**src/rtl/kolache_alu_pkg.sv**
```systemverilog
// Shared definitions for the Kolache ALU execute-stage blocks.
// Holds the default datapath width, the divider state encoding width and
// the divider state enum used by kolache_divider.
package kolache_alu_pkg;

    localparam int unsigned DEFAULT_WIDTH = 16;
    localparam int unsigned DIV_STATE_W   = 2;

    typedef enum logic [DIV_STATE_W-1:0] {
        IDLE = 2'd0,
        RUN  = 2'd1,
        DONE = 2'd2
    } div_state_t;

endpackage

```
**src/rtl/kolache_div_step.sv**
```systemverilog
// One combinational restoring-division step.
// Shifts the incoming dividend bit into the partial remainder and
// trial-subtracts the divisor using an adder in subtract mode.
// Ports:
//   rem      in   WIDTH  current partial remainder (always < divisor)
//   in_bit   in   1      next dividend bit, MSB first
//   divisor  in   WIDTH  divisor
//   rem_next out  WIDTH  partial remainder after this step
//   q_bit    out  1      quotient bit (1 = trial subtraction did not borrow)
module kolache_div_step #(
    parameter int unsigned WIDTH = 16
) (
    input  logic [WIDTH-1:0] rem,
    input  logic             in_bit,
    input  logic [WIDTH-1:0] divisor,
    output logic [WIDTH-1:0] rem_next,
    output logic             q_bit
);

    localparam logic SUB = 1'b1;

    logic [WIDTH-1:0] low;
    logic [WIDTH-1:0] b_op;
    logic [WIDTH:0]   sum;

    // The shifted remainder is WIDTH+1 bits: {rem[WIDTH-1], low}. Only the
    // low WIDTH bits go through the adder; a set top bit means the shifted
    // value is >= 2^WIDTH and therefore can never borrow, and the true
    // difference still fits in WIDTH bits, so the low adder result is exact.
    always_comb begin
        low      = {rem[WIDTH-2:0], in_bit};
        b_op     = divisor ^ {WIDTH{SUB}};
        sum      = {1'b0, low} + {1'b0, b_op} + {{WIDTH{1'b0}}, SUB};
        q_bit    = rem[WIDTH-1] | sum[WIDTH];
        rem_next = q_bit ? sum[WIDTH-1:0] : low;
    end

endmodule

```
**src/rtl/kolache_divider.sv**
```systemverilog
// Multi-cycle unsigned restoring divider, one quotient bit per cycle.
// Optional macro KOLACHE_DIV_ZERO_FAST_EN: a zero divisor skips RUN and
// reports the divide-by-zero result one cycle after acceptance.
// Ports:
//   clk, rst_n   clock and asynchronous active-low reset
//   start        request, accepted only while ready=1
//   dividend     unsigned dividend, sampled on acceptance
//   divisor      unsigned divisor, sampled on acceptance
//   ready        high in IDLE
//   done         one-cycle pulse, results valid from this cycle
//   quotient     registered quotient
//   remainder    registered remainder
//   div_by_zero  registered, set when the accepted divisor was 0
module kolache_divider
    import kolache_alu_pkg::*;
#(
    parameter int unsigned WIDTH = DEFAULT_WIDTH
) (
    input  logic             clk,
    input  logic             rst_n,
    input  logic             start,
    input  logic [WIDTH-1:0] dividend,
    input  logic [WIDTH-1:0] divisor,
    output logic             ready,
    output logic             done,
    output logic [WIDTH-1:0] quotient,
    output logic [WIDTH-1:0] remainder,
    output logic             div_by_zero
);

    localparam int unsigned CNT_W = $clog2(WIDTH + 1);

    div_state_t       state;
    logic [WIDTH-1:0] r;
    logic [WIDTH-1:0] q_work;
    logic [WIDTH-1:0] dvsr;
    logic [CNT_W-1:0] count;
    logic [WIDTH-1:0] rem_next;
    logic             q_bit;

    kolache_div_step #(.WIDTH(WIDTH)) u_step (
        .rem      (r),
        .in_bit   (q_work[WIDTH-1]),
        .divisor  (dvsr),
        .rem_next (rem_next),
        .q_bit    (q_bit)
    );

    // Results are loaded on the edge entering DONE (from the final step's
    // outputs) so they are valid in the same cycle as the done pulse.
    always_ff @(posedge clk or negedge rst_n) begin
        if (!rst_n) begin
            state       <= IDLE;
            ready       <= 1'b1;
            done        <= 1'b0;
            quotient    <= '0;
            remainder   <= '0;
            div_by_zero <= 1'b0;
            r           <= '0;
            q_work      <= '0;
            dvsr        <= '0;
            count       <= '0;
        end else begin
            unique case (state)
                IDLE: begin
                    if (start) begin
                        dvsr  <= divisor;
                        ready <= 1'b0;
`ifdef KOLACHE_DIV_ZERO_FAST_EN
                        if (divisor == '0) begin
                            r           <= dividend;
                            q_work      <= '1;
                            count       <= '0;
                            quotient    <= '1;
                            remainder   <= dividend;
                            div_by_zero <= 1'b1;
                            done        <= 1'b1;
                            state       <= DONE;
                        end else
`endif
                        begin
                            r      <= '0;
                            q_work <= dividend;
                            count  <= CNT_W'(WIDTH);
                            state  <= RUN;
                        end
                    end
                end
                RUN: begin
                    r      <= rem_next;
                    q_work <= {q_work[WIDTH-2:0], q_bit};
                    count  <= count - CNT_W'(1);
                    if (count == CNT_W'(1)) begin
                        quotient    <= {q_work[WIDTH-2:0], q_bit};
                        remainder   <= rem_next;
                        div_by_zero <= (dvsr == '0);
                        done        <= 1'b1;
                        state       <= DONE;
                    end
                end
                DONE: begin
                    done  <= 1'b0;
                    ready <= 1'b1;
                    state <= IDLE;
                end
                default: begin
                    done  <= 1'b0;
                    ready <= 1'b1;
                    state <= IDLE;
                end
            endcase
        end
    end

endmodule

```
**config.mk**
```make
export PLATFORM = sky130hd
export DESIGN_NAME = kolache_divider
export DESIGN_NICKNAME = d
export VERILOG_FILES = /design/src/rtl/kolache_alu_pkg.sv /design/src/rtl/kolache_div_step.sv /design/src/rtl/kolache_divider.sv
export SDC_FILE = /design/constraint.sdc
export NUM_CORES = 1
export LEC_CHECK = 0
export CAP_MARGIN = 30
export CORE_UTILIZATION = 54
export DETAILED_ROUTE_END_ITERATION = 8
export GPL_TIMING_DRIVEN = 1
export PLACE_DENSITY = 0.83
export REMOVE_ABC_BUFFERS = 1
export SKIP_CTS_REPAIR_TIMING = 1
export SYNTH_ARGS = -nofsm -noshare
export SYNTH_HDL_FRONTEND = slang
export SYNTH_SLANG_ARGS = --single-unit
```
**constraint.sdc**
```tcl
create_clock -name clk -period 3.28 [get_ports clk]
set_input_delay 0.656 -clock clk [delete_from_list [all_inputs] [get_ports clk]]
set_output_delay 0.656 -clock clk [all_outputs]
set_load 0.01 [all_outputs]
```
Word level (Yosys, flattened, before mapping)
Index checks and enable logic that the tools add are counted.
Storage, ports and cells
  flip-flop bits (word level): 90
  input bits: 35
  output and inout port bits: 35
  word-level logic and storage cells: 44
Cells by class
  add/subtract/negate cells: 3
  equal/unequal tests: 4
  mux-type cells: 14
  bitwise gates (word level): 4
  reduce and logical (&&, ||, !) cells: 9
Operators by type and width (number)
  $pmux W16 S2: 2
  $mux W16: 3
  $add A16 B16 Y17: 1
  $add A17 B1 Y17 const B: 1
  $logic_not A16 Y1: 1
  $not A16 Y16: 1
  $reduce_and A2 Y1: 6
  $pmux W5 S2: 1
  $eq A5 B1 Y1 const B: 1
  $mux W5: 1
  $sub A5 B1 Y5 const B: 1
  $mux W2: 2
  $ne A2 B2 Y1 const B: 2
  $pmux W1 S2: 2
  $pmux W2 S2: 1
  $eq A2 B1 Y1 const B: 1
  $logic_not A2 Y1: 1
  $mux W1: 2
  $not A1 Y1: 2
  $reduce_bool A2 Y1: 1
  $or A1 B1 Y1: 1

Longest topological paths before layout
  depth after elaboration: 6
  depth in mapped cells: 13
  mapped depth without buffers: 11

Modules after synthesis
Synthesis repeated with hierarchy kept, for this count alone.
Second synthesis, totals
  cell total of the unflattened synthesis: 451
  area total of the unflattened synthesis: 4885.9 um^2
Modules (own cells, without submodules)
  kolache_divider: instances 1, cells an instance 307, area an instance 3798.6 um^2, sequential area each 2253.4 um^2
  kolache_div_step: instances 1, cells an instance 144, area an instance 1087.3 um^2, sequential area each 0.0 um^2

Least setup slack after synthesis
No wires, ideal clock.
  path kind: register to register
  start: register q_work[15]
  end: register r[14]
  library setup time: 0.132 ns
  arrival: 2.401 ns
  required time: 3.148 ns
  setup slack: 0.746 ns
  cell stages (with the launch flop): 13
  buffers on the path: 2
  period minus slack after synthesis: 2.534 ns
  path through: dfrtp_1 inv_1 ha_1 fa_1 nor2b_4 o31a_1 o41a_1 o41ai_2 o31a_1 buf_4 buf_6 mux2i_1 o21ai_1
Between the ends
  word-level cells in the longest chain between the ends: 5
Ends and longest elaborated chain
  start: declaration: line kolache_divider.sv:35  | logic [WIDTH-1:0] q_work;
  start signal: assignment: line kolache_divider.sv:83  | q_work <= dividend;
  start signal: assignment: line kolache_divider.sv:91  | q_work <= {q_work[WIDTH-2:0], q_bit};
  $add A16 B16 Y17 *: line kolache_div_step.sv:33  | sum = {1'b0, low} + {1'b0, b_op} + {{WIDTH{1'b0}}, SUB};
  $add A17 B1 Y17 *: line kolache_div_step.sv:33
  $or A1 B1 Y1: line kolache_div_step.sv:34  | q_bit = rem[WIDTH-1] | sum[WIDTH];
  $mux W16 *: line kolache_div_step.sv:35  | rem_next = q_bit ? sum[WIDTH-1:0] : low;
  $pmux W16 S2 *: line kolache_divider.sv:64  | unique case (state)
  end signal: assignment: line kolache_divider.sv:90  | r <= rem_next;
  end: declaration: line kolache_divider.sv:34  | logic [WIDTH-1:0] r;
Mark *: on every way between the ends. The rest lies on a longest branch, timed or not.
A chain may end at the register's enable or synchronous reset.

Final worst setup path
  start: register q_work[15]
  end: register r[1]
The elaborated chain is that of the path after synthesis.

==> impl_metrics.env <==
export IMPL_status="finished clean"
export IMPL_clock_path_buffers=2
export IMPL_fillCellCount=654
export IMPL_skew_ns=0.0122
export IMPL_rrSetupSlack_ns=0.44
export IMPL_grt_overflow=0
export IMPL_cts_root_buf="clkbuf_8"
export IMPL_yosysMostFrequentCell="nand2_1"
export IMPL_max_cap_violations=0
export IMPL_io_pins=70
export IMPL_wl_met2_um=5030
export IMPL_criticalPathCategory="reg2reg"
export IMPL_grt_max_degree=40
export IMPL_hold_path_class="in2async"
export IMPL_place_congestion=0.919
export IMPL_relSlewSlack=0.553
export IMPL_place_inst=656
export IMPL_dieArea_um2=8710
export IMPL_tightestPinTransition_ns=0.671
export IMPL_hold_viol=0
export IMPL_min_period_over_period=0.867
export IMPL_num_vias=3832
export IMPL_synth_top_cell_by_area="dfrtp_1"
export IMPL_r2r_cells=11
export IMPL_layout_area_overhead_vs_synth_pct=21.8
export IMPL_diodes=0
export IMPL_first_pass_iters=4
export IMPL_highest_signal_layer="met4"
export IMPL_reg2reg_to="r[1]"
export IMPL_synth_top_area_share=0.495
export IMPL_first_iter_violations=170
export IMPL_wl_met1_um=4720
export IMPL_crit_buf_inv=2
export IMPL_drtAntennaViolNets=0
export IMPL_finalMaxSlewViolations=0
export IMPL_timing_fmax_ghz=0.352
export IMPL_wl_per_cell_um=15.8
export IMPL_path_max_fanout=15
export IMPL_synth_cells=498
export IMPL_fin_hold_ws_ns=0.246
export IMPL_synth_area_top_cells="dfrtp_1 (49%), nand2_1 (8.8%), o21ai_1 (6.4%)"
export IMPL_grt_use_total=0.264
export IMPL_synthesis_area_um2=4500
export IMPL_fin_crit_ns=2.84
export IMPL_cts_max_level=3
export IMPL_coreArea_um2=7890
export IMPL_critPathRequiredTime_ns=3.57
export IMPL_start_util=0.571
export IMPL_synth_ff_type="dfrtp_1"
export IMPL_final_setup_viol_count=0
export IMPL_yosysSeqAreaShare=0.501
export IMPL_crit_chain="inv_1, ha_1, fa_1, nor2b_4, o31a_1, o41a_1, o41ai_2, o31a_1, buf_4, mux2_2, o21ai_1"
export IMPL_tns_ns=0
export IMPL_seq_area_um2=2250
export IMPL_synth_cell_types=44
export IMPL_layout_nets=619
export IMPL_cp_slowest_cell="dfrtp_1"
export IMPL_async_flop_share=1.00
export IMPL_synthTopCellsByCount="nand2_1 (105), dfrtp_1 (89), o21ai_1 (58)"
export IMPL_p_leak_uw=0.00243
export IMPL_worstSetupStartpointType="flip-flop"
export IMPL_clk_latency_ns=0.36
export IMPL_drc=0
export IMPL_arrival_ns=3.14
export IMPL_dp_hpwl_um=7290
export IMPL_r2r_start="q_work[15]"
export IMPL_worstSetupEndpointType="flip-flop"
export IMPL_crit_path_frequent_cell="o31a_1"
export IMPL_fin_cells=671
export IMPL_antenna_found_initial=0
export IMPL_synth_seq_cells=90
export IMPL_die_y_um=93.3
export IMPL_ys_warn_count=0
export IMPL_grt_pass1_wl_um=18000
export IMPL_cp_top_family="compound AO/OA/AOI/OAI gates"
export IMPL_grt_pass1_vias=3813
export IMPL_rsz0062_at_grt="no"
export IMPL_met3_length_um=574
export IMPL_syn_avg_cell_area_um2=9.04
export IMPL_synth_edf_count=0
export IMPL_max_stage_delay_ns=0.41
export IMPL_num_rows=32
export IMPL_clkSlewWorstSetupHoldPaths_ns=0.10
export IMPL_multiInputGateArea_um2=2050
export IMPL_peakVddDrop_mv=0.523
export IMPL_cts_tree="yes"
export IMPL_dieWidth_um=93.3
export IMPL_cts_inserted_buffers=9
export IMPL_drive_gt1_frac=0.0633
export IMPL_power_density_nw_per_um2=1190
export IMPL_numPortBuffers=69
export IMPL_power_uw=6520
export IMPL_clock_sinks=90
export IMPL_via_per_inst=5.71
export IMPL_drt_total_wl_um=10600
-- layout by cell type, fill, tap and decap left out, types with 13 or more instances in the layout --
| cell | n |
|---|---|
| nor2_1 | 21 |
| a22oi_1 | 15 |
| buf_4 | 13 |
| ha_1 | 18 |
| o21ai_1 | 58 |
| a21oi_1 | 38 |
| inv_1 | 23 |
| clkdlybuf4s50_1 | 68 |
| dfrtp_1 | 89 |
| o21ai_0 | 19 |
| nand2_1 | 104 |
| nor2b_1 | 18 |
-- how the worst max path moves through the flow --
| stage | from | endpoint | depth (start not counted) |
|---|---|---|---|
| finish | q_work[15] | r[1] | 11 |
| floorplan | q_work[15] | remainder[3] | 11 |
| global placement | q_work[15] | remainder[1] | 11 |
| detailed placement | q_work[15] | remainder[3] | 12 |
| CTS | q_work[15] | r[1] | 11 |
| global route | q_work[15] | remainder[1] | 11 |
-- kinds of logic after synthesis --
| family | synth area share |
|---|---|
| xor gates and xnor gates | 0.0175 |
| buffers and inverters | 0.0442 |
| DFF | 0.501 |
| muxes | 0.00917 |
| adders and majority gates | 0.0545 |
| AOI/OAI and AO/OA | 0.204 |
| and+or+nand+nor | 0.170 |
-- metal layers --
| metal | track usage | vias up |
|---|---|---|
| met3 | 0.0488 | 27 |
| met4 | 0.114 | 0 |
| li1 | - | 1850 |
| met2 | 0.420 | 116 |
| met1 | 0.356 | 1839 |
| met5 | 0 | - |
-- state kept, by name (all words and copies together) (netlist names) --
register     flops
quotient        16
done             1
div_by_zero      1
count            5
r               16
q_work          16
ready            1
dvsr            16
state            2
remainder       16
-- per-stage QoR --
step	setup slack (ns)	utilization	area [um2]
floorplan	0.282	-	4390
global placement	0.575	0.672	5300
detailed placement	0.474	0.672	5300
CTS	0.451	0.695	5480
global route	0.208	0.695	5480
finish	0.436	0.695	5480
-- worst reg2reg max path: stages, from the launching register on --
cell	delay, ns
dfrtp_1	0.41
inv_1	0.06
ha_1	0.17
fa_1	0.25
nor2b_4	0.06
o31a_1	0.28
o41a_1	0.37
o41ai_2	0.26
o31a_1	0.19
buf_4	0.21
mux2_2	0.37
o21ai_1	0.13
-- where the power goes --
| part | switching, uW | total (uW) | leakage, uW | internal, uW |
|---|---|---|---|---|
| clock network | 410 | 706 | 0.0000810 | 296 |
| logic | 2040 | 3740 | 0.00124 | 1700 |
| registers | 406 | 2070 | 0.00111 | 1670 |
-- final cells by class --
class | instances | share of cell area
well taps | 102 | 0.0233
clock inverters | 5 | 0.00730
inverters | 24 | 0.0164
flip-flops and latches | 90 | 0.411
clock buffers | 10 | 0.0251
multi-input cells | 359 | 0.375
repair buffers | 81 | 0.142
(Power assumes the default switching activity.)
==> RTL edit 1, RTL diff (same settings) <==
Encoding of `div_state_t`: now one-hot (3 bits for 3 states).
--- a/src/rtl/kolache_alu_pkg.sv
+++ b/src/rtl/kolache_alu_pkg.sv
@@ -7,8 +7,8 @@
     localparam int unsigned DIV_STATE_W   = 2;
 
-    typedef enum logic [DIV_STATE_W-1:0] {
-        IDLE = 2'd0,
-        RUN  = 2'd1,
-        DONE = 2'd2
+    typedef enum logic [2:0] {
+        IDLE = 3'b001,
+        RUN  = 3'b010,
+        DONE = 3'b100
     } div_state_t;
 
Behaviour: no difference found for any inputs over 10 cycles, from zero or initial values and one cycle with rst_n low; not proved beyond that.
==> RTL edit 1 against the original RTL <==
- sequential power fell by 9%
- setup slack improved by 0.12 ns
- total power fell by 12%
- sequential cell count rose by 1
- global-route usage rose by 0.78 points
- design area rose by 4.4%
- synthesized area rose by 3.8%
- combinational power fell by 20%
- clock power rose by 25%
- routed wire length rose by 9.8%
- critical path type unchanged
==> RTL edit 1: results (changes against the original RTL) <==
outcome=finished, final reports clean; complex-gate fraction of the synthesized area=17.7% (-2.6 points); Power Density=1010 nW/µm² (-15%); seq_cells=91 (+1.1%); Reg2Reg Setup Slack=0.55 ns (+0.12 ns); vias in the first global route=3903 (+2.4%); met2 layer wire length in the routed design=5490 µm (+9.1%); XOR/XNOR Fraction of Synth Area=2.25% (+0.50 points); M3 GR Usage=3.51% (-1.4 points); Inverters=23 (-4.2%); reg2reg end=remainder[13]$_DFFE_PN0P_; final hold slack=0.164 ns (-0.0821 ns); Peak VDD IR=0.000517 V (-1.1%); Synth Instances=520 (+4.4%); Yosys cell types=53 (+20%); Area contributors post-synth=dfrtp_1, nand2_1, ha_1; DIE AREA=9030 µm² (+3.8%); Overall Power=5.77 mW (-12%); GRT Total Usage=27.2% (+0.78 points); nets@finish=638 (+3.1%); sequential area share after synthesis=48.8% (-1.3 points); largest net degree at the start of global routing=73 (+83%); Max Clock Skew=0.0157 ns (+0.00347 ns); Synth Area in Adders=5.25% (-0.20 points); R2R depth=9 (-2); Inst Count DP=678 (+3.4%); clock network share of area=4.05% (+0.80 points); global-route wire length before repair=19000 µm (+5.5%); crit path DAT=3.00 ns (-0.14 ns); grt met1 use=38.3% (+2.7 points); fill cell count=652 (-0.31%); combinational fraction of design power=52.0% (-5.4 points); WL met1=5360 µm (+14%); fraction of area in multi-input gates=38.5% (+1.0 points); Commonest cells post-synth=nand2_1, dfrtp_1, nor2_1, o21ai_0, nand4_1; multi-input gates=379 (+5.6%); Placed Area=5490 µm² (+3.5%); slowest stage delay, CP=0.43 ns (+0.02 ns); Avg WL per Cell=16.8 µm (+6.2%); Non-CTS buffers=80 (-1.2%); RD Place Congestion=0.889 (-3.3%); dpl hpwl=7980 µm (+9.4%); mux contribution to synthesized area=0% (-0.92 points); Signal buf overhead=13.8% (-0.38 points); DR iter-0 viols=282 (+66%); Rel. slew slack=55.2% (-0.14 points)
[RTL edit 1: changes by cell type after synthesis, sizes merged, moves of 13 or more]
cell / delta
nor2b: -19
o21ai: -46
nand4: +19
o211ai: +22
o22ai: +15
a22oi: -13
nand3: +13
nor2: +20
a21oi: -13
[RTL edit 1: worst max path at each step]
stage | slack [ns] | start | end
after floorplan | -0.15 | start | q_work[0]$_DFFE_PN0P_
after global placement | 0.66 | start | q_work[0]$_DFFE_PN0P_
after detailed placement | 0.59 | dvsr[0]$_DFFE_PN0P_ | r[15]$_DFFE_PN0P_
after CTS | 0.57 | dvsr[0]$_DFFE_PN0P_ | r[14]$_DFFE_PN0P_
after global routing | 0.32 | dvsr[0]$_DFFE_PN0P_ | remainder[12]$_DFFE_PN0P_
final | 0.55 | dvsr[0]$_DFFE_PN0P_ | remainder[13]$_DFFE_PN0P_
==> RTL edit 2, RTL diff (same flow settings) <==
Made on the original files. The option `KOLACHE_DIV_ZERO_FAST_EN` is turned on by a define.
--- a/src/rtl/kolache_divider.sv
+++ b/src/rtl/kolache_divider.sv
@@ -12,4 +12,6 @@
 //   remainder    registered remainder
 //   div_by_zero  registered, set when the accepted divisor was 0
+`define KOLACHE_DIV_ZERO_FAST_EN
+
 module kolache_divider
     import kolache_alu_pkg::*;
Check against the original RTL: not equivalent (Yosys sat finds a counterexample within 4 cycles, from zero or initial values and one cycle with rst_n low).
==> RTL edit 2 against the original RTL <==
- the run now ends with DRC left
- sequential cell count unchanged
- setup slack better by 0.13 ns
- core utilization down 2.2 points
- design area up 8.2%
- synthesized area up 11%
- clock power up 20%
- routed wire length up 22%
- clock skew down 0.0022 ns
- total power up 17%
- critical path type unchanged
- critical endpoint is now remainder[5]$_DFFE_PN0P_
==> RTL edit 2: results (changes against the original RTL) <==
largest net degree at the start of global routing=65 (+63%); Signal buf overhead=13.5% (-0.73 points); Rel. slew slack=65.3% (+10 points); first-pass detailed-route iteration total=6 (+2); Area contributors post-synth=dfrtp_1, nand2_1, o21ai_0; Inverters=23 (-4.2%); Synth Area in Adders=4.93% (-0.52 points); Final Non-Filler Cells=717 (+6.9%); crit path DAT=2.97 ns (-0.17 ns); Worst Setup EP=remainder[5]$_DFFE_PN0P_; worst-path maximum fanout=27 (+12); failing checks=DRC; DR DRC count=5 (+5); seq_cells=90 (unchanged); outcome=finished with violations; grt met1 use=40.2% (+4.7 points); Reg2Reg Setup Slack=0.57 ns (+0.13 ns); Max Clock Skew=0.0101 ns (-0.00217 ns); R2R depth=8 (-3); Peak VDD IR=0.000761 V (+46%); r2r startpoint=r[12]$_DFFE_PN0P_; final hold slack=0.192 ns (-0.0539 ns); slowest stage delay, CP=0.45 ns (+0.04 ns); global-route wire length before repair=21900 µm (+22%); nets@finish=658 (+6.3%); vias in the first global route=4310 (+13%); XOR/XNOR Fraction of Synth Area=1.76% (+0.0083 points); M2 GR Usage=47.0% (+5.0 points); Psw=3.56 mW (+25%)
RTL edit 2: cell types whose count changed after synthesis, sizes merged, moves of 10 or more:
cell and change:
nand3 +10, nor2 +15, nand2 -18, o22ai +20, buf +19, nor2b -18
RTL edit 2: power groups by stage:
| stage | clock network, mW | logic, mW | registers (mW) |
|---|---|---|---|
| 2_1_floorplan | 0 | 3.11 | 2.08 |
| 3_3_place_gp | 0 | 4.48 | 2.08 |
| 5_1_grt | 0.898 | 5.21 | 2.16 |
| 6_report | 0.846 | 4.69 | 2.09 |
| 4_1_cts | 0.852 | 4.66 | 2.08 |
| 3_5_place_dp | 0 | 4.63 | 2.10 |
RTL edit 2: logic make-up after synthesis:
group / count (synthesis)
muxes: 5
adders and majority gates: 19
xor gates and xnor gates: 10
AOI/OAI and AO/OA: 189
buffers and inverters: 59
and+or+nand+nor: 176
DFF: 90
